**src/rtl/decode_pkg.sv**
```systemverilog
// Shared types and constants for the 16-bit instruction decode queue.
// Holds field widths, read/write select encoding, opcode constants and the illegal-word rule.
package decode_pkg;

  localparam int INSTR_W = 16;
  localparam int OPC_W   = 3;
  localparam int REG_W   = 3;

  typedef enum logic [1:0] {
    NSEL_RN   = 2'b00,
    NSEL_RD   = 2'b01,
    NSEL_RM   = 2'b10,
    NSEL_NONE = 2'b11
  } nsel_t;

  localparam logic [OPC_W-1:0] OPC_MOV  = 3'b110;
  localparam logic [OPC_W-1:0] OPC_ALU  = 3'b101;
  localparam logic [OPC_W-1:0] OPC_LDR  = 3'b011;
  localparam logic [OPC_W-1:0] OPC_STR  = 3'b100;
  localparam logic [OPC_W-1:0] OPC_HALT = 3'b111;

  // Encodings with no defined meaning: opcode 000, MOV with op[0] set, LDR/STR with a non-zero op.
  function automatic logic is_illegal(input logic [INSTR_W-1:0] instr);
    logic [OPC_W-1:0] opc;
    logic [1:0]       op;
    opc = instr[15:13];
    op  = instr[12:11];
    case (opc)
      3'b000:           is_illegal = 1'b1;
      OPC_MOV:          is_illegal = op[0];
      OPC_LDR, OPC_STR: is_illegal = (op != 2'b00);
      default:          is_illegal = 1'b0;
    endcase
  endfunction

endpackage

```
**src/rtl/instr_decode_queue_if.sv**
```systemverilog
// Fetch-side and consumer-side signals of the decode queue, bundled with master/slave views.
// Optional DECODE_ILLEGAL_CHK_EN adds out_illegal and illegal_sticky.
interface instr_decode_queue_if #(
  parameter int DATA_W = 16,
  parameter int NRD    = 2
);
  import decode_pkg::*;

  logic                   flush;
  logic [INSTR_W-1:0]     in_instr;
  logic                   in_valid;
  logic                   in_ready;
  logic                   out_valid;
  logic                   out_ready;
  logic [OPC_W-1:0]       opcode;
  logic [1:0]             op;
  logic [1:0]             alu_op;
  logic [1:0]             shift;
  logic [DATA_W-1:0]      sximm5;
  logic [DATA_W-1:0]      sximm8;
  logic [2*NRD-1:0]       nsel;
  logic [REG_W*NRD-1:0]   readnum;
  logic [1:0]             wsel;
  logic [REG_W-1:0]       writenum;
`ifdef DECODE_ILLEGAL_CHK_EN
  logic                   out_illegal;
  logic                   illegal_sticky;
`endif

  modport master (
    output flush, in_instr, in_valid, out_ready, nsel, wsel,
`ifdef DECODE_ILLEGAL_CHK_EN
    input  out_illegal, illegal_sticky,
`endif
    input  in_ready, out_valid, opcode, op, alu_op, shift, sximm5, sximm8, readnum, writenum
  );

  modport slave (
    input  flush, in_instr, in_valid, out_ready, nsel, wsel,
`ifdef DECODE_ILLEGAL_CHK_EN
    output out_illegal, illegal_sticky,
`endif
    output in_ready, out_valid, opcode, op, alu_op, shift, sximm5, sximm8, readnum, writenum
  );

endinterface

```
**src/rtl/instr_field_mux.sv**
```systemverilog
// Picks one 3-bit register number out of an instruction word: Rn, Rd, Rm or zero.
module instr_field_mux
  import decode_pkg::*;
(
  input  logic [INSTR_W-1:0] instr,
  input  nsel_t              sel,
  output logic [REG_W-1:0]   regnum
);

  logic unused_bits;
  assign unused_bits = ^{instr[15:11], instr[4:3]};

  // NOTE: assigning a default before the case keeps this block purely combinational; without it a missed branch infers a latch.
  always_comb begin
    regnum = '0;
    case (sel)
      NSEL_RN: regnum = instr[10:8];
      NSEL_RD: regnum = instr[7:5];
      NSEL_RM: regnum = instr[2:0];
      default: regnum = '0;
    endcase
  end

endmodule

```
**src/rtl/instr_decode_queue.sv**
```systemverilog
// DEPTH-entry instruction FIFO with valid/ready on both sides; the head entry is decoded combinationally.
// Define DECODE_ILLEGAL_CHK_EN to add illegal-word flagging (out_illegal, illegal_sticky).
module instr_decode_queue
  import decode_pkg::*;
#(
  parameter int DATA_W = 16,
  parameter int DEPTH  = 2,
  parameter int NRD    = 2
) (
  input logic               clk,
  input logic               rst_n,
  instr_decode_queue_if.slave bus
);

  localparam int PTR_W = $clog2(DEPTH);
  localparam int CNT_W = $clog2(DEPTH + 1);

  logic [INSTR_W-1:0] mem [DEPTH];
  logic [PTR_W-1:0]   wr_ptr;
  logic [PTR_W-1:0]   rd_ptr;
  logic [CNT_W-1:0]   count;
  logic               full;
  logic               empty;
  logic               push;
  logic               pop;
  logic [INSTR_W-1:0] head;

  assign full  = (count == CNT_W'(DEPTH));
  assign empty = (count == '0);

  // Handshakes look only at stored state, so a pop never opens in_ready in the same cycle.
  assign bus.in_ready  = !full;
  assign bus.out_valid = !empty;

  assign push = bus.in_valid && !full && !bus.flush;
  assign pop  = bus.out_ready && !empty && !bus.flush;

  // NOTE: the storage array is deliberately not reset; count and pointers alone say which entries are live.
  always_ff @(posedge clk) begin
    if (push) mem[wr_ptr] <= bus.in_instr;
  end

  // NOTE: all sequential state is updated with non-blocking assignments so every flop samples pre-edge values.
  always_ff @(posedge clk or negedge rst_n) begin
    if (!rst_n) begin
      wr_ptr <= '0;
      rd_ptr <= '0;
      count  <= '0;
    end else if (bus.flush) begin
      wr_ptr <= '0;
      rd_ptr <= '0;
      count  <= '0;
    end else begin
      if (push) wr_ptr <= wr_ptr + PTR_W'(1);
      if (pop)  rd_ptr <= rd_ptr + PTR_W'(1);
      case ({push, pop})
        2'b10:   count <= count + CNT_W'(1);
        2'b01:   count <= count - CNT_W'(1);
        default: count <= count;
      endcase
    end
  end

  // Zeroing the head word when empty forces every decoded field, including register selects, to 0.
  assign head = empty ? '0 : mem[rd_ptr];

  assign bus.opcode = head[15:13];
  assign bus.op     = head[12:11];
  assign bus.alu_op = head[12:11];
  assign bus.shift  = head[4:3];
  assign bus.sximm5 = {{(DATA_W-5){head[4]}}, head[4:0]};
  assign bus.sximm8 = {{(DATA_W-8){head[7]}}, head[7:0]};

  for (genvar i = 0; i < NRD; i++) begin : g_rd
    instr_field_mux u_rd_mux (
      .instr  (head),
      .sel    (nsel_t'(bus.nsel[2*i +: 2])),
      .regnum (bus.readnum[REG_W*i +: REG_W])
    );
  end

  instr_field_mux u_wr_mux (
    .instr  (head),
    .sel    (nsel_t'(bus.wsel)),
    .regnum (bus.writenum)
  );

`ifdef DECODE_ILLEGAL_CHK_EN
  logic head_illegal;
  logic sticky_q;

  assign head_illegal    = !empty && is_illegal(head);
  assign bus.out_illegal = head_illegal;
  assign bus.illegal_sticky = sticky_q;

  always_ff @(posedge clk or negedge rst_n) begin
    if (!rst_n)                   sticky_q <= 1'b0;
    else if (bus.flush)           sticky_q <= 1'b0;
    else if (pop && head_illegal) sticky_q <= 1'b1;
  end
`endif

endmodule

```
**src/flat_wrapper.sv**
```systemverilog
// flat-port wrapper written by rule: the top's interface ports become plain ports
module instr_decode_queue_flat import decode_pkg::*;
#(
  parameter int DATA_W = 16,
  parameter int DEPTH  = 2,
  parameter int NRD    = 2
)
  (clk, rst_n, bus_flush, bus_in_instr, bus_in_valid, bus_out_ready, bus_nsel, bus_wsel, bus_in_ready, bus_out_valid, bus_opcode, bus_op, bus_alu_op, bus_shift, bus_sximm5, bus_sximm8, bus_readnum, bus_writenum);
  instr_decode_queue_if #(.DATA_W(DATA_W), .NRD(NRD)) bus_i ();
  input logic clk;
  input logic rst_n;
  input wire logic [$bits(bus_i.flush)-1:0] bus_flush;
  input wire logic [$bits(bus_i.in_instr)-1:0] bus_in_instr;
  input wire logic [$bits(bus_i.in_valid)-1:0] bus_in_valid;
  input wire logic [$bits(bus_i.out_ready)-1:0] bus_out_ready;
  input wire logic [$bits(bus_i.nsel)-1:0] bus_nsel;
  input wire logic [$bits(bus_i.wsel)-1:0] bus_wsel;
  output wire logic [$bits(bus_i.in_ready)-1:0] bus_in_ready;
  output wire logic [$bits(bus_i.out_valid)-1:0] bus_out_valid;
  output wire logic [$bits(bus_i.opcode)-1:0] bus_opcode;
  output wire logic [$bits(bus_i.op)-1:0] bus_op;
  output wire logic [$bits(bus_i.alu_op)-1:0] bus_alu_op;
  output wire logic [$bits(bus_i.shift)-1:0] bus_shift;
  output wire logic [$bits(bus_i.sximm5)-1:0] bus_sximm5;
  output wire logic [$bits(bus_i.sximm8)-1:0] bus_sximm8;
  output wire logic [$bits(bus_i.readnum)-1:0] bus_readnum;
  output wire logic [$bits(bus_i.writenum)-1:0] bus_writenum;
  assign bus_i.flush = bus_flush;
  assign bus_i.in_instr = bus_in_instr;
  assign bus_i.in_valid = bus_in_valid;
  assign bus_i.out_ready = bus_out_ready;
  assign bus_i.nsel = bus_nsel;
  assign bus_i.wsel = bus_wsel;
  assign bus_in_ready = bus_i.in_ready;
  assign bus_out_valid = bus_i.out_valid;
  assign bus_opcode = bus_i.opcode;
  assign bus_op = bus_i.op;
  assign bus_alu_op = bus_i.alu_op;
  assign bus_shift = bus_i.shift;
  assign bus_sximm5 = bus_i.sximm5;
  assign bus_sximm8 = bus_i.sximm8;
  assign bus_readnum = bus_i.readnum;
  assign bus_writenum = bus_i.writenum;
  instr_decode_queue #(.DATA_W(DATA_W), .DEPTH(DEPTH), .NRD(NRD)) u_core (.clk(clk), .rst_n(rst_n), .bus(bus_i));
endmodule
```
**config.mk**
```make
export PLATFORM = sky130hd
export DESIGN_NAME = instr_decode_queue_flat
export DESIGN_NICKNAME = d
export VERILOG_FILES = /design/src/rtl/decode_pkg.sv /design/src/rtl/instr_decode_queue_if.sv /design/src/rtl/instr_field_mux.sv /design/src/rtl/instr_decode_queue.sv /design/src/flat_wrapper.sv
export SDC_FILE = /design/constraint.sdc
export NUM_CORES = 1
export LEC_CHECK = 0
export CORE_AREA = 2 2 68 70
export DETAILED_ROUTE_END_ITERATION = 16
export DIE_AREA = 0 0 70 72
export HOLD_SLACK_MARGIN = 0.06
export PLACE_DENSITY = 0.83
export SLEW_MARGIN = 0
export SYNTH_ARGS = -nofsm -noshare
export SYNTH_HDL_FRONTEND = slang
export SYNTH_HIERARCHICAL = 1
export SYNTH_SLANG_ARGS = --single-unit
```
**constraint.sdc**
```tcl
create_clock -name clk -period 4.68 [get_ports clk]
set_input_delay 0.702 -clock clk [delete_from_list [all_inputs] [get_ports clk]]
set_output_delay 0.702 -clock clk [all_outputs]
set_load 0.01 [all_outputs]
```
==> results of run 1 <==
==> sequential cells by signal, indices dropped and copies added (netlist names) <==
register,count
u_core/mem,32
u_core/count,2
u_core/rd_ptr,1
u_core/wr_ptr,1
==> cell families (layout without fill, tap and decap cells) <==
family,Yosys count,in the layout,synth area share [%]
buf+inv,47,91,17.6
flops,36,36,54.8
simple gates,29,29,7.17
mux,26,26,13.4
compound gates,17,17,6.59
xor+xnor,1,1,0.452
==> final cells by class <==
| class | instances | share of cell area (%) |
|---|---|---|
| sequential | 36 | 41.0 |
| timing repair buffer | 80 | 30.8 |
| multi-input combinational | 73 | 21.1 |
| clock buffer | 6 | 2.81 |
| tap | 52 | 2.52 |
| clock inverter | 2 | 1.35 |
| inverter | 3 | 0.435 |
==> layout by cell type (no fill, tap or decap), types with 2 or more instances in the layout <==
cell type        count
a21oi_1              3
buf_4                2
clkbuf_8             5
clkdlybuf4s50_1     78
dfrtp_1              4
edfxtp_1            32
inv_1                2
mux2i_1             26
nor2_1              17
nor2b_1              4
o21ai_0              2
o2bb2ai_1            9
==> power by group through the flow <==
stage	Sequential [mW]	Combinational (mW)	Clock, mW
after global placement	0.381	0.175	0
after floorplan	0.375	0.115	0
after detailed placement	0.382	0.177	0
after CTS	0.375	0.178	0.268
final	0.375	0.175	0.262
after global routing	0.377	0.189	0.282
==> per-stage QoR <==
step	hold slack, ps	total power [mW]	instance area (um^2)	instances
final	607	0.812	2590	252
after global routing	622	0.848	2590	252
after CTS	607	0.821	2590	252
after detailed placement	595	0.559	2480	244
after global placement	569	0.556	2480	244
after floorplan	406	0.489	1940	156
==> metal layers <==
metal,track usage [%],vias up
met3,4.44,8
met4,8.97,0
li1,-,604
met2,24.0,56
met1,17.0,561
met5,0,-
==> worst max-delay path by stage <==
stage / start / endpoint / slack [ps] / cells after the start
after CTS: u_core/rd_ptr / bus_readnum[2] / 1250 / 4
after global routing: u_core/rd_ptr / bus_readnum[2] / 990 / 4
final: u_core/rd_ptr / bus_readnum[2] / 1300 / 4
after detailed placement: u_core/rd_ptr / bus_readnum[2] / 1550 / 4
after floorplan: bus_in_valid / u_core/mem[1][0] / 2250 / 2
after global placement: u_core/rd_ptr / bus_readnum[5] / 1660 / 4
==> summary.txt, run 1 <==
STA
  – Final Critical Period: 3380 ps
  – Setup TNS: 0 ps
  – Min setup slack post-route: between 1000 and 1500 ps
  – Pins Over Slew Limit: 0
  – Clk_skew: 1.70 ps
  – Post-route clock period utilization: 72.3%
  – RSZ-0062 raised after global routing: no
  – Setup violations, final: 0
  – Slew headroom: 41.2%
  – Fmax: 296 MHz
  – Worst-margin pin slew: between 800 and 900 ps
  – Hold Violations, Final: 0

Synth
  – Synth top cells by count: buf_4 (41), edfxtp_1 (32), mux2i_1 (26)
  – Post-synth EDFFs: 32
  – #FFs+latches synth: 36
  – Ranking of synthesized cells by area: edfxtp_1 (50%), buf_4 (16%), mux2i_1 (13%), dfrtp_1 (5.2%), o2bb2ai_1 (4.1%)
  – Synth async-reset ratio: ~11%
  – Synthesized area: 1940 um^2
  – Warnings from Yosys: 6
  – Post-synth top area cell: edfxtp_1
  – Synthesized Nets: 183
  – Syn Inst Count: 156
  – Post-synth top flop: edfxtp_1
  – Synth unique cells: 24
  – Dominant cell by count in the synthesized netlist: buf_4
  – Synthesized area per cell: 12.4 um^2
  – Register area share after synthesis: between 50% and 60%
  – Post-synth top area share: 49.6%

Pwr
  – Leak: 0.893 nW
  – Worst VDD drop: 299 uV
  – Net Sw Frac: 23.3%
  – Net load switching power: around 190 uW
  – Int Power: 623 uW
  – Clock power share: 32.2%
  – Logic pwr share: 21.6%
  – Pwr Density: around 310 nW/um^2
  – Seq pwr share: 46.2%

Die
  – Rows: 24
  – Initial core utilization: 45.4%
  – Die Y: around 70 um
  – Die area: 5040 um^2
  – Die Wd: 70 um
  – Core area: approximately 4300 um^2
  – IO Pins: 79

Critical path
  – Required @ worst endpoint: 3980 ps
  – R2R depth: 5
  – Slowest Stage Delay on Critical Path: between 900 and 1000 ps
  – Crit. End Element: output pin
  – RR Endpoint: u_core/mem[1][13]
  – Startpoint types: flip-flop
  – Cell family with the largest share of critical-path delay: flip-flops
  – CP arrival: 2680 ps
  – Crit path max-delay cell type: dfrtp_1
  – Internal reg-to-reg setup slack: 3110 ps
  – Crit path max fanout: 17
  – Crit Path Category: flip-flop to output pin
  – Buf/Inv on CP: 1
  – CP Cell Sequence: mux2i_1 -> nor2_1 -> o2bb2ai_1 -> clkdlybuf4s50_1
  – Critical R2R Launch: u_core/count[1]

Cells and area
  – Multi-input gate area: 546 um^2
  – Core Util, Final: 60.7%
  – Fill cell count: 357
  – Fraction of layout cells with a size suffix above 1: 7.50%
  – Area Growth Syn to Fin: 33.5%
  – Final #Nets: 226
  – Ant diodes: 0
  – Reg area: 1060 um^2

Clocking
  – Postcts setup bufs: 0
  – H-tree levels: 2
  – Hold buffer count at CTS: 0
  – Clock transition at the registers of the reported paths: 70 ps
  – CTS Sinks: 36
  – Clk buf depth: 2
  – Clk_lat worst skew: 290 ps
  – Post-CTS Resized: 0
  – Num CTS Buffers: 5
  – Clock tree from TritonCTS: done
  – CTS root buf: clkbuf_8

GRT
  – Largest net degree at the start of global routing: 18
  – First-pass GRT wire length: between 5 and 6 mm
  – Tot GR Track Use: 14.6%
  – Initial antenna violation count: 0
  – Gr ovfl total: 0
  – Vias in the first global route: 1,177

Placement
  – Hpwl dp: 2.49 mm
  – IO Port Bufs: 78
  – Pre-CTS setup slack: 1550 ps
  – Routability cong.: 0.866

Worst hold path
  – Hold WC Path Type: primary input to asynchronous set/reset pin

Detailed routing
  – Vias per cell: 4.88
  – Drc violations: 0
  – DRT iter0 DRCs: 69
  – Final ANT Viol Nets: 0
  – DRT Pass-1 Iters: 4
  – Met3 Wirelength: 309 um
  – Wire length per cell: about 14 um
  – Total wire length: 3.43 mm
  – Vias: 1,229
  – WL met1: 1.35 mm
  – Uppermost layer routed: met4
  – Met2 WL: 1.69 mm

Flow run
  – Max cap viols: 0

Status
  – Outcome: completed
(Power assumes the default switching activity.)
==> run 2: changes to the inputs <==
Settings changed: CORE_AREA 2 2 68 70 to 2 2 74 76, DIE_AREA 0 0 70 72 to 0 0 76 78, PLACE_DENSITY 0.83 to 0.75.
Clock period 4.68 ns to 2.9 ns, I/O delays scaled along.
==> summary.txt, run 2 (synthesis results as in run 1) <==
Die
  – Core area: 5040 um^2 (+18%)
  – Rows: 26 (+8.3%)
  – IO Pins: 79 (unchanged)
  – Die Wd: 76 um (+8.6%)
  – Initial core utilization: 38.4% (-7.0 points)
  – Die area: 5930 um^2 (+18%)
  – Die Y: 78 um (+8.3%)

Cells and area
  – Max FFs per register: 32 (unchanged)
  – Ant diodes: 0 (unchanged)
  – Area Growth Syn to Fin: 34.9%
  – Final non-filler cell area: 2610 um^2 (+1.0%)
  – Regs by FF count: u_core/mem x32, u_core/count x2
  – Final #Nets: 230 (+1.8%)
  – Commonest non-fill, non-tap cell in the layout: clkdlybuf4s50_1
  – Biggest register: u_core/mem
  – Core Util, Final: 51.8% (-8.8 points)
  – Most frequent cells in the layout: clkdlybuf4s50_1 (78), edfxtp_1 (32), mux2i_1 (26)
  – Fraction of layout cells with a size suffix above 1: 8.82% (+1.3 points)

Clocking
  – Clock transition at the registers of the reported paths: 60 ps (about the same)
  – Clk buf depth: 2 (unchanged)
  – Postcts setup bufs: 0 (unchanged)
  – CTS root buf: clkbuf_8
  – Num CTS Buffers: 5 (unchanged)
  – Clock tree from TritonCTS: done
  – Clk_lat worst skew: 280 ps (about the same)
  – CTS Sinks: 36 (unchanged)
  – Hold buffer count at CTS: 0 (unchanged)
  – H-tree levels: 2 (unchanged)
  – Post-CTS Resized: 0 (unchanged)

Critical path
  – Cell family with the largest share of critical-path delay: buffers and inverters
  – CP arrival: 2190 ps (-490 ps)
  – Crit path max fanout: 14 (-3)
  – Slowest Stage Delay on Critical Path: 670 ps (-250 ps)
  – CP Cell Sequence: buf_4 -> mux2i_1 -> nor2_1 -> clkdlybuf4s50_1
  – Buf/Inv on CP: 2 (+1)
  – Required @ worst endpoint: 2470 ps (-1510 ps)
  – Crit path max-delay cell type: clkdlybuf4s50_1
  – Crit Path Category: flip-flop to output pin
  – Startpoint types: flip-flop
  – Crit. End Element: output pin

Detailed routing
  – Vias: 1,233 (+0.33%)
  – Drc violations: 0 (unchanged)
  – Vias per cell: 4.50 (-7.7%)
  – Total wire length: 3.67 mm (+6.8%)
  – Wire length per cell: 13.4 um (-1.7%)
  – Final ANT Viol Nets: 0 (unchanged)
  – DRT Pass-1 Iters: 4 (unchanged)
  – DRT iter0 DRCs: 32 (-54%)

Placement
  – Routability cong.: 0.749 (-13%)
  – Hpwl dp: 2.81 mm (+13%)
  – IO Port Bufs: 78 (unchanged)
  – Placed inst area: 2530 um^2 (+2.1%)
  – Pre-CTS setup slack: 538 ps (-1010 ps)

STA
  – Fmax: about 380 MHz
  – Min setup slack post-route: 270 ps (-1030 ps)
  – Post-route clock period utilization: a little over 90%
  – Slew headroom: 54.2% (+13 points)
  – Hold Violations, Final: 0 (unchanged)
  – Worst-margin pin slew: 685 ps (-197 ps)
  – Pins Over Slew Limit: 0 (unchanged)
  – Clk_skew: 4.95 ps (+3.25 ps)
  – Final Critical Period: ~2600 ps
  – RSZ-0062 raised after global routing: no
  – Setup TNS: 0 ps (unchanged)
  – Setup violations, final: 0 (unchanged)

GRT
  – Gr ovfl total: 0 (unchanged)
  – GRT Max-Usage Layer: met2
  – Initial antenna violation count: 0 (unchanged)
  – Tot GR Track Use: 12.6% (-2.0 points)
  – GR Util met2: 23.8% (-0.27 points)
  – Met1 usage: 13.3% (-3.6 points)
  – First-pass GRT wire length: 5.88 mm (+4.4%)
  – Grt met3 use: 3.95% (-0.49 points)
  – Vias in the first global route: 1,303 (+11%)
  – Largest net degree at the start of global routing: 15 (-3)

Pwr
  – Worst VDD drop: 334 uV (+12%)
  – Pwr Density: 467 nW/um^2 (+49%)
  – Leak: 0.900 nW (+0.84%)
  – Total power: 1.22 mW (+50%)

Status
  – Outcome: completed

Worst hold path
  – Hold WC Path Type: primary input to asynchronous set/reset pin

Flow run
  – Max cap viols: 0 (unchanged)
==> run 2: changes by cell type in the layout (fill, tap and decap cells not counted) <==
cell | previous run | this run
buf_4 | 2 | 6
bufinv_16 | 1 | 0
clkbuf_1 | 1 | 2
==> run 2: routing by layer <==
layer	part of all wire, %	vias up	wire (um)
met1	39	571	1450
met3	6.8	2	249
met4	0.55	0	20
met2	53	41	1950
li1	-	619	-
met5	0	-	0
==> run 2: cell type report <==
class,count,area [um^2]
clock buffer,7,76.3
clock inverter,1,5.00
fill,451,2430
inverter,3,11.3
multi-input combinational,73,546
sequential,36,1060
tap,70,87.6
timing repair buffer,84,826
==> run 2: metrics by stage <==
step                      hold slack, ps  cells
after global routing                 364    274
after floorplan                      139    156
after CTS                            358    274
final                                360    274
after global placement               568    266
after detailed placement             577    266
==> run 2: final timing paths <==
path                                 startpoint                to  slack (ps)  cells after the start
worst max-delay path              u_core/rd_ptr     bus_sximm5[9]         270                      4
worst min-delay path                      rst_n   u_core/count[1]         360                      1
worst max register to register  u_core/count[1]  u_core/mem[1][0]         990                      5
worst min register to register    u_core/wr_ptr     u_core/wr_ptr         590                      2
max in group asynchronous                 rst_n     u_core/rd_ptr        2360                      1
min in group clk                  u_core/wr_ptr     u_core/wr_ptr         590                      2
==> run 2: power by group <==
part	switching [mW]	total, mW	internal, mW
registers	0.00795	0.595	0.587
logic	0.132	0.302	0.170
clock network	0.156	0.324	0.168
total	0.296	1.22	0.925
==> run 3: changes to the inputs <==
Settings changed: HOLD_SLACK_MARGIN 0.06 to unset, PLACE_DENSITY 0.75 to 0.77.
==> summary.txt, run 3 (synthesis results as in run 1) <==
Status
  – Outcome: completed

Critical path
  – Crit path max fanout: 11 (-3)
  – Startpoint types: flip-flop
  – Required @ worst endpoint: 2470 ps (about the same)
  – CP arrival: 2130 ps (-60 ps)
  – Cell family with the largest share of critical-path delay: buffers and inverters
  – Crit. End Element: output pin
  – Slowest Stage Delay on Critical Path: 560 ps (-110 ps)
  – Buf/Inv on CP: 2 (unchanged)
  – CP Cell Sequence: buf_4 -> mux2i_1 -> nor2_1 -> o2bb2ai_1 -> clkdlybuf4s50_1
  – Crit Path Category: flip-flop to output pin
  – Crit path max-delay cell type: dfrtp_2

Detailed routing
  – Total wire length: 3.68 mm (+0.38%)
  – Wire length per cell: 13.5 um (+0.75%)
  – Vias per cell: 4.45 (-1.1%)
  – DRT Pass-1 Iters: 4 (unchanged)
  – Drc violations: 0 (unchanged)
  – DRT iter0 DRCs: 38 (+19%)
  – Final ANT Viol Nets: 0 (unchanged)
  – Vias: 1,215 (-1.5%)

GRT
  – Initial antenna violation count: 0 (unchanged)
  – Vias in the first global route: 1,197 (-8.1%)
  – Largest net degree at the start of global routing: 15 (unchanged)
  – Tot GR Track Use: 12.6% (about the same)
  – First-pass GRT wire length: 5.86 mm (-0.34%)
  – Gr ovfl total: 0 (unchanged)

STA
  – Hold Violations, Final: 0 (unchanged)
  – Slew headroom: 62.1% (+7.9 points)
  – Min setup slack post-route: 338 ps (+67.5 ps)
  – Hold slack: 366 ps (+5.67 ps)
  – Pins Over Slew Limit: 0 (unchanged)
  – Final Critical Period: 2560 ps (-67.5 ps)
  – Setup TNS: 0 ps (unchanged)
  – Post-route clock period utilization: 88.4% (-2.3 points)
  – RSZ-0062 raised after global routing: no
  – Worst-margin pin slew: 566 ps (-119 ps)
  – Setup violations, final: 0 (unchanged)
  – Fmax: 390 MHz (+2.6%)
  – Clk_skew: 4.09 ps (-0.854 ps)

Placement
  – Pre-CTS setup slack: 318 ps (-220 ps)
  – Routability cong.: 0.769 (+2.6%)
  – IO Port Bufs: 78 (unchanged)
  – Hpwl dp: 2.78 mm (-1.2%)

Cells and area
  – Regs by FF count: u_core/mem x32, u_core/count x2
  – Biggest register: u_core/mem
  – Fraction of layout cells with a size suffix above 1: 10.8% (+2.0 points)
  – Max FFs per register: 32 (unchanged)
  – Most frequent cells in the layout: clkdlybuf4s50_1 (78), edfxtp_1 (32), mux2i_1 (26)
  – Final #Nets: 229 (-0.43%)
  – Ant diodes: 0 (unchanged)
  – Commonest non-fill, non-tap cell in the layout: clkdlybuf4s50_1
  – Area Growth Syn to Fin: 36.4%
  – Core Util, Final: 52.4% (+0.57 points)

Pwr
  – Net Sw Frac: 23.8% (-0.46 points)
  – Clock power share: 32.3% (+5.8 points)
  – Pwr Density: 501 nW/um^2 (+7.2%)
  – Net load switching power: 315 uW (+6.3%)
  – Leak: 0.905 nW (+0.55%)
  – Total power: 1.32 mW (+8.4%)
  – Seq pwr share: 45.5% (-3.3 points)
  – Worst VDD drop: 337 uV (+0.97%)
  – Int Power: 1.01 mW (+9.0%)
  – Logic pwr share: 22.3% (-2.4 points)

Clocking
  – Clock transition at the registers of the reported paths: 70 ps (about the same)
  – Num CTS Buffers: 5 (unchanged)
  – H-tree levels: 2 (unchanged)
  – Clk buf depth: 2 (unchanged)
  – Clk_lat worst skew: 280 ps (about the same)
  – CTS Sinks: 36 (unchanged)
  – Clock tree from TritonCTS: done
  – CTS root buf: clkbuf_8

Die
  – Die Y: 78 um (unchanged)
  – IO Pins: 79 (unchanged)
  – Rows: 26 (unchanged)
  – Core area: 5040 um^2 (unchanged)
  – Die area: 5930 um^2 (unchanged)
  – Die Wd: 76 um (unchanged)
  – Initial core utilization: 38.4% (unchanged)

Worst hold path
  – Hold WC Path Type: primary input to asynchronous set/reset pin

Flow run
  – Max cap viols: 0 (unchanged)
==> run 3: cell count changes in the layout (fill, tap and decap cells not counted), sizes merged <==
cell	before	now
clkbuf	7	5
buf	6	5
bufinv	0	1
clkinvlp	0	1
==> run 3: layout make-up <==
class,instances,area (um^2)
sequential,36,1060
fill,451,2400
clock inverter,3,42.5
multi-input combinational,73,551
clock buffer,5,68.8
inverter,3,11.3
tap,70,87.6
timing repair buffer,83,818
==> run 3: worst register-to-register path, stage by stage, from the launching register on <==
cell and delay [ps]:
dfrtp_1 450, nor2b_1 190, inv_2 80, nand2_1 90
nor3_2 450, buf_4 300
==> run 3: path summary, 6_finish.rpt <==
kind / start / to / slack (ps) / cells after the start
worst max register to register: u_core/count[1] / u_core/mem[0][4] / 1040 / 5
min in group clk: u_core/wr_ptr / u_core/wr_ptr / 610 / 2
worst max-delay path: u_core/rd_ptr / bus_readnum[4] / 340 / 5
max in group asynchronous: rst_n / u_core/rd_ptr / 2330 / 1
worst min-delay path: rst_n / u_core/count[0] / 370 / 1
worst min register to register: u_core/wr_ptr / u_core/wr_ptr / 610 / 2
==> run 3: layer usage <==
| metal | wire length, um | track usage (%) | up-vias | share of wire (%) |
|---|---|---|---|---|
| met2 | 1840 | 21.8 | 46 | 50 |
| met4 | 17 | 3.82 | 0 | 0.46 |
| met3 | 273 | 4.77 | 2 | 7.4 |
| met1 | 1550 | 14.6 | 558 | 42 |
| li1 | - | - | 609 | - |
| met5 | 0 | 0 | - | 0 |
==> run 3: repair_timing <==
action | in CTS | in global routing
setup endpoints to repair | 0 | 30
hold buffers | 0 | 0
resized for setup | 0 | 3
buffers inserted | 0 | 0
==> run 3: power by group through the flow <==
stage / Clock (mW) / Combinational, mW / Sequential (mW)
floorplan: 0 / 0.185 / 0.605
global placement: 0 / 0.293 / 0.611
detailed placement: 0 / 0.297 / 0.612
CTS: 0.441 / 0.298 / 0.601
global route: 0.466 / 0.317 / 0.603
finish: 0.427 / 0.294 / 0.602
==> run 3: stage by stage <==
step / area (um^2) / std cells
detailed placement: 2520 / 265
global route: 2640 / 273
floorplan: 1940 / 156
CTS: 2640 / 273
global placement: 2520 / 265
finish: 2640 / 273
==> patch, RTL diff (settings of run 3) <==
`DATA_W` is set to 16 in 3 places; all go to 20.
--- a/src/rtl/instr_decode_queue_if.sv
+++ b/src/rtl/instr_decode_queue_if.sv
@@ -2,5 +2,5 @@
 // Optional DECODE_ILLEGAL_CHK_EN adds out_illegal and illegal_sticky.
 interface instr_decode_queue_if #(
-  parameter int DATA_W = 16,
+  parameter int DATA_W = 20,
   parameter int NRD    = 2
 );
--- a/src/rtl/instr_decode_queue.sv
+++ b/src/rtl/instr_decode_queue.sv
@@ -4,5 +4,5 @@
   import decode_pkg::*;
 #(
-  parameter int DATA_W = 16,
+  parameter int DATA_W = 20,
   parameter int DEPTH  = 2,
   parameter int NRD    = 2
--- a/src/flat_wrapper.sv
+++ b/src/flat_wrapper.sv
@@ -2,5 +2,5 @@
 module instr_decode_queue_flat import decode_pkg::*;
 #(
-  parameter int DATA_W = 16,
+  parameter int DATA_W = 20,
   parameter int DEPTH  = 2,
   parameter int NRD    = 2
Ports: changed (resized bus_sximm5 and bus_sximm8); port bits go from 79 to 87. The function was not compared with the original's and may differ.
==> patch against run 3 <==
- die area is the same
- setup slack lost 0.10 ns
- core utilization grew 1.4 points
- area after synthesis grew 3.1%
- total power shrank 3.9%
- design area grew 2.7%
- routed wire length shrank 4.1%
- sequential cell count is the same
- global-route usage grew 0.12 points
- via count grew 4.3%
- maximum frequency shrank 3.8%
- clock power shrank 18%
- first-iteration DRC count shrank 24%
- combinational power grew 9.9%
- largest power group unchanged
==> patch: results (changes against run 3) <==
Layout
  – Layout cells sized above 1: 9.39% (was 10.8%)
  – Filler Cell Count: 461 (was 451)
  – Final nets: 239 (was 229)
  – Storage cell area: 1060 µm² (about the same)

Placed design
  – DP Area: 2620 µm² (was 2520 µm²)
  – Detail Placement HPWL: 2.80 mm (was 2.78 mm)
  – Gpl congestion: 0.743 (was 0.769)
  – IO Port Bufs: 86 (was 78)

Drt
  – Via-per-instance ratio: 4.48 (was 4.45)
  – Drt first-iter violations: 29 (was 38)
  – 1st-pass router iterations: 4 (unchanged)
  – Routed WL per cell: 12.5 µm (was 13.5 µm)

Logic synthesis
  – Most frequent cells after synthesis: buf_4, edfxtp_1, mux2i_1, nor2_1, o2bb2ai_1 (unchanged)
  – Yosys cell types: 24 (unchanged)
  – Syn nets: 191 (was 183)
  – Post-synth EDFFs: 32 (unchanged)
  – Area contributors post-synth: edfxtp_1, buf_4, mux2i_1, dfrtp_1, o2bb2ai_1 (unchanged)
  – Seq/Total Area, Yosys: 53.1% (was 54.8%)

GRT
  – All-Layer GR Usage: 12.7% (was 12.6%)
  – Largest net degree at the start of global routing: 19 (was 15)
  – Vias in the first global route: 1279 (was 1197)
  – First-pass GRT wire length: 5.87 mm (was 5.86 mm)

Timing
  – Hold Worst Slack: 0.357 ns (was 0.366 ns)
  – Worst slew pin tran: 0.557 ns (was 0.566 ns)
  – Worst Skew: 0.00111 ns (was 0.00409 ns)

Worst setup path
  – Worst EP arrival: 2.23 ns (was 2.13 ns)
  – R2R depth: 5 (unchanged)
  – Crit-path max FO: 7 (was 11)
  – Reg-to-reg slack, setup: 1.06 ns (was 1.04 ns)
  – CP max stage cell: clkdlybuf4s50_1 (was dfrtp_2)

Clock tree
  – Worst-case clock buffer depth: 2 (unchanged)

Outcome
  – Status: finished clean (unchanged)

Power and ir drop
  – Peak supply drop: 368 µV (was 337 µV)
  – P_leak: 0.937 nW (was 0.905 nW)
## patch: path summary, 6_finish.rpt
kind	startpoint	to
worst min register to register	u_core/wr_ptr$_DFFE_PN0P_	u_core/wr_ptr$_DFFE_PN0P_
worst min-delay path	rst_n	u_core/rd_ptr$_DFFE_PN0P_
max in group asynchronous	rst_n	u_core/count[1]$_DFFE_PN0P_
min in group clk	u_core/wr_ptr$_DFFE_PN0P_	u_core/wr_ptr$_DFFE_PN0P_
worst max-delay path	u_core/rd_ptr$_DFFE_PN0P_	bus_readnum[3]
worst max register to register	u_core/count[1]$_DFFE_PN0P_	u_core/mem[1][4]$_DFFE_PP_
## patch: stage by stage
stage               cells  setup WS, ns
floorplan             164         0.499
global placement      275         0.509
finish                283         0.236
global route          283        0.0467
detailed placement    275         0.388
CTS                   283        0.0637
## patch: layout make-up
class / count / area share [%]
clock buffer: 7 / 3.18
clock inverter: 1 / 0.138
multi-input combinational: 73 / 20.2
inverter: 3 / 0.415
sequential: 36 / 39.1
tap: 70 / 3.23
timing repair buffer: 93 / 33.7
## patch: cell families after synthesis
| group | after synthesis | share of synthesized area [%] |
|---|---|---|
| XOR/XNOR | 1 | 0.439 |
| multiplexers | 26 | 13.0 |
| AO/OA/AOI/OAI | 17 | 6.39 |
| flip-flops | 36 | 53.1 |
| buffers and inverters | 55 | 20.0 |
| AND/OR/NAND/NOR | 29 | 6.95 |
## patch: timing repair
item	CTS	global route
buffers inserted	0	0
endpoints found under the setup margin	0	18
resized for setup	0	1
## patch: metal layers
layer / part of all wire (%) / vias up / wire, µm / track usage [%]
met5: 0 / - / 0 / 0
met4: 2.0 / 0 / 69 / 5.45
met3: 9.5 / 6 / 336 / 5.58
met2: 50 / 59 / 1760 / 22.5
met1: 39 / 576 / 1370 / 13.2
li1: - / 626 / - / -
## patch: power breakdown
part | leakage (nW) | internal (W) | switching, W
Sequential | 0.347 | 0.000587 | 0.0000106
Clock | 0.0459 | 0.000190 | 0.000161
Combinational | 0.544 | 0.000186 | 0.000137
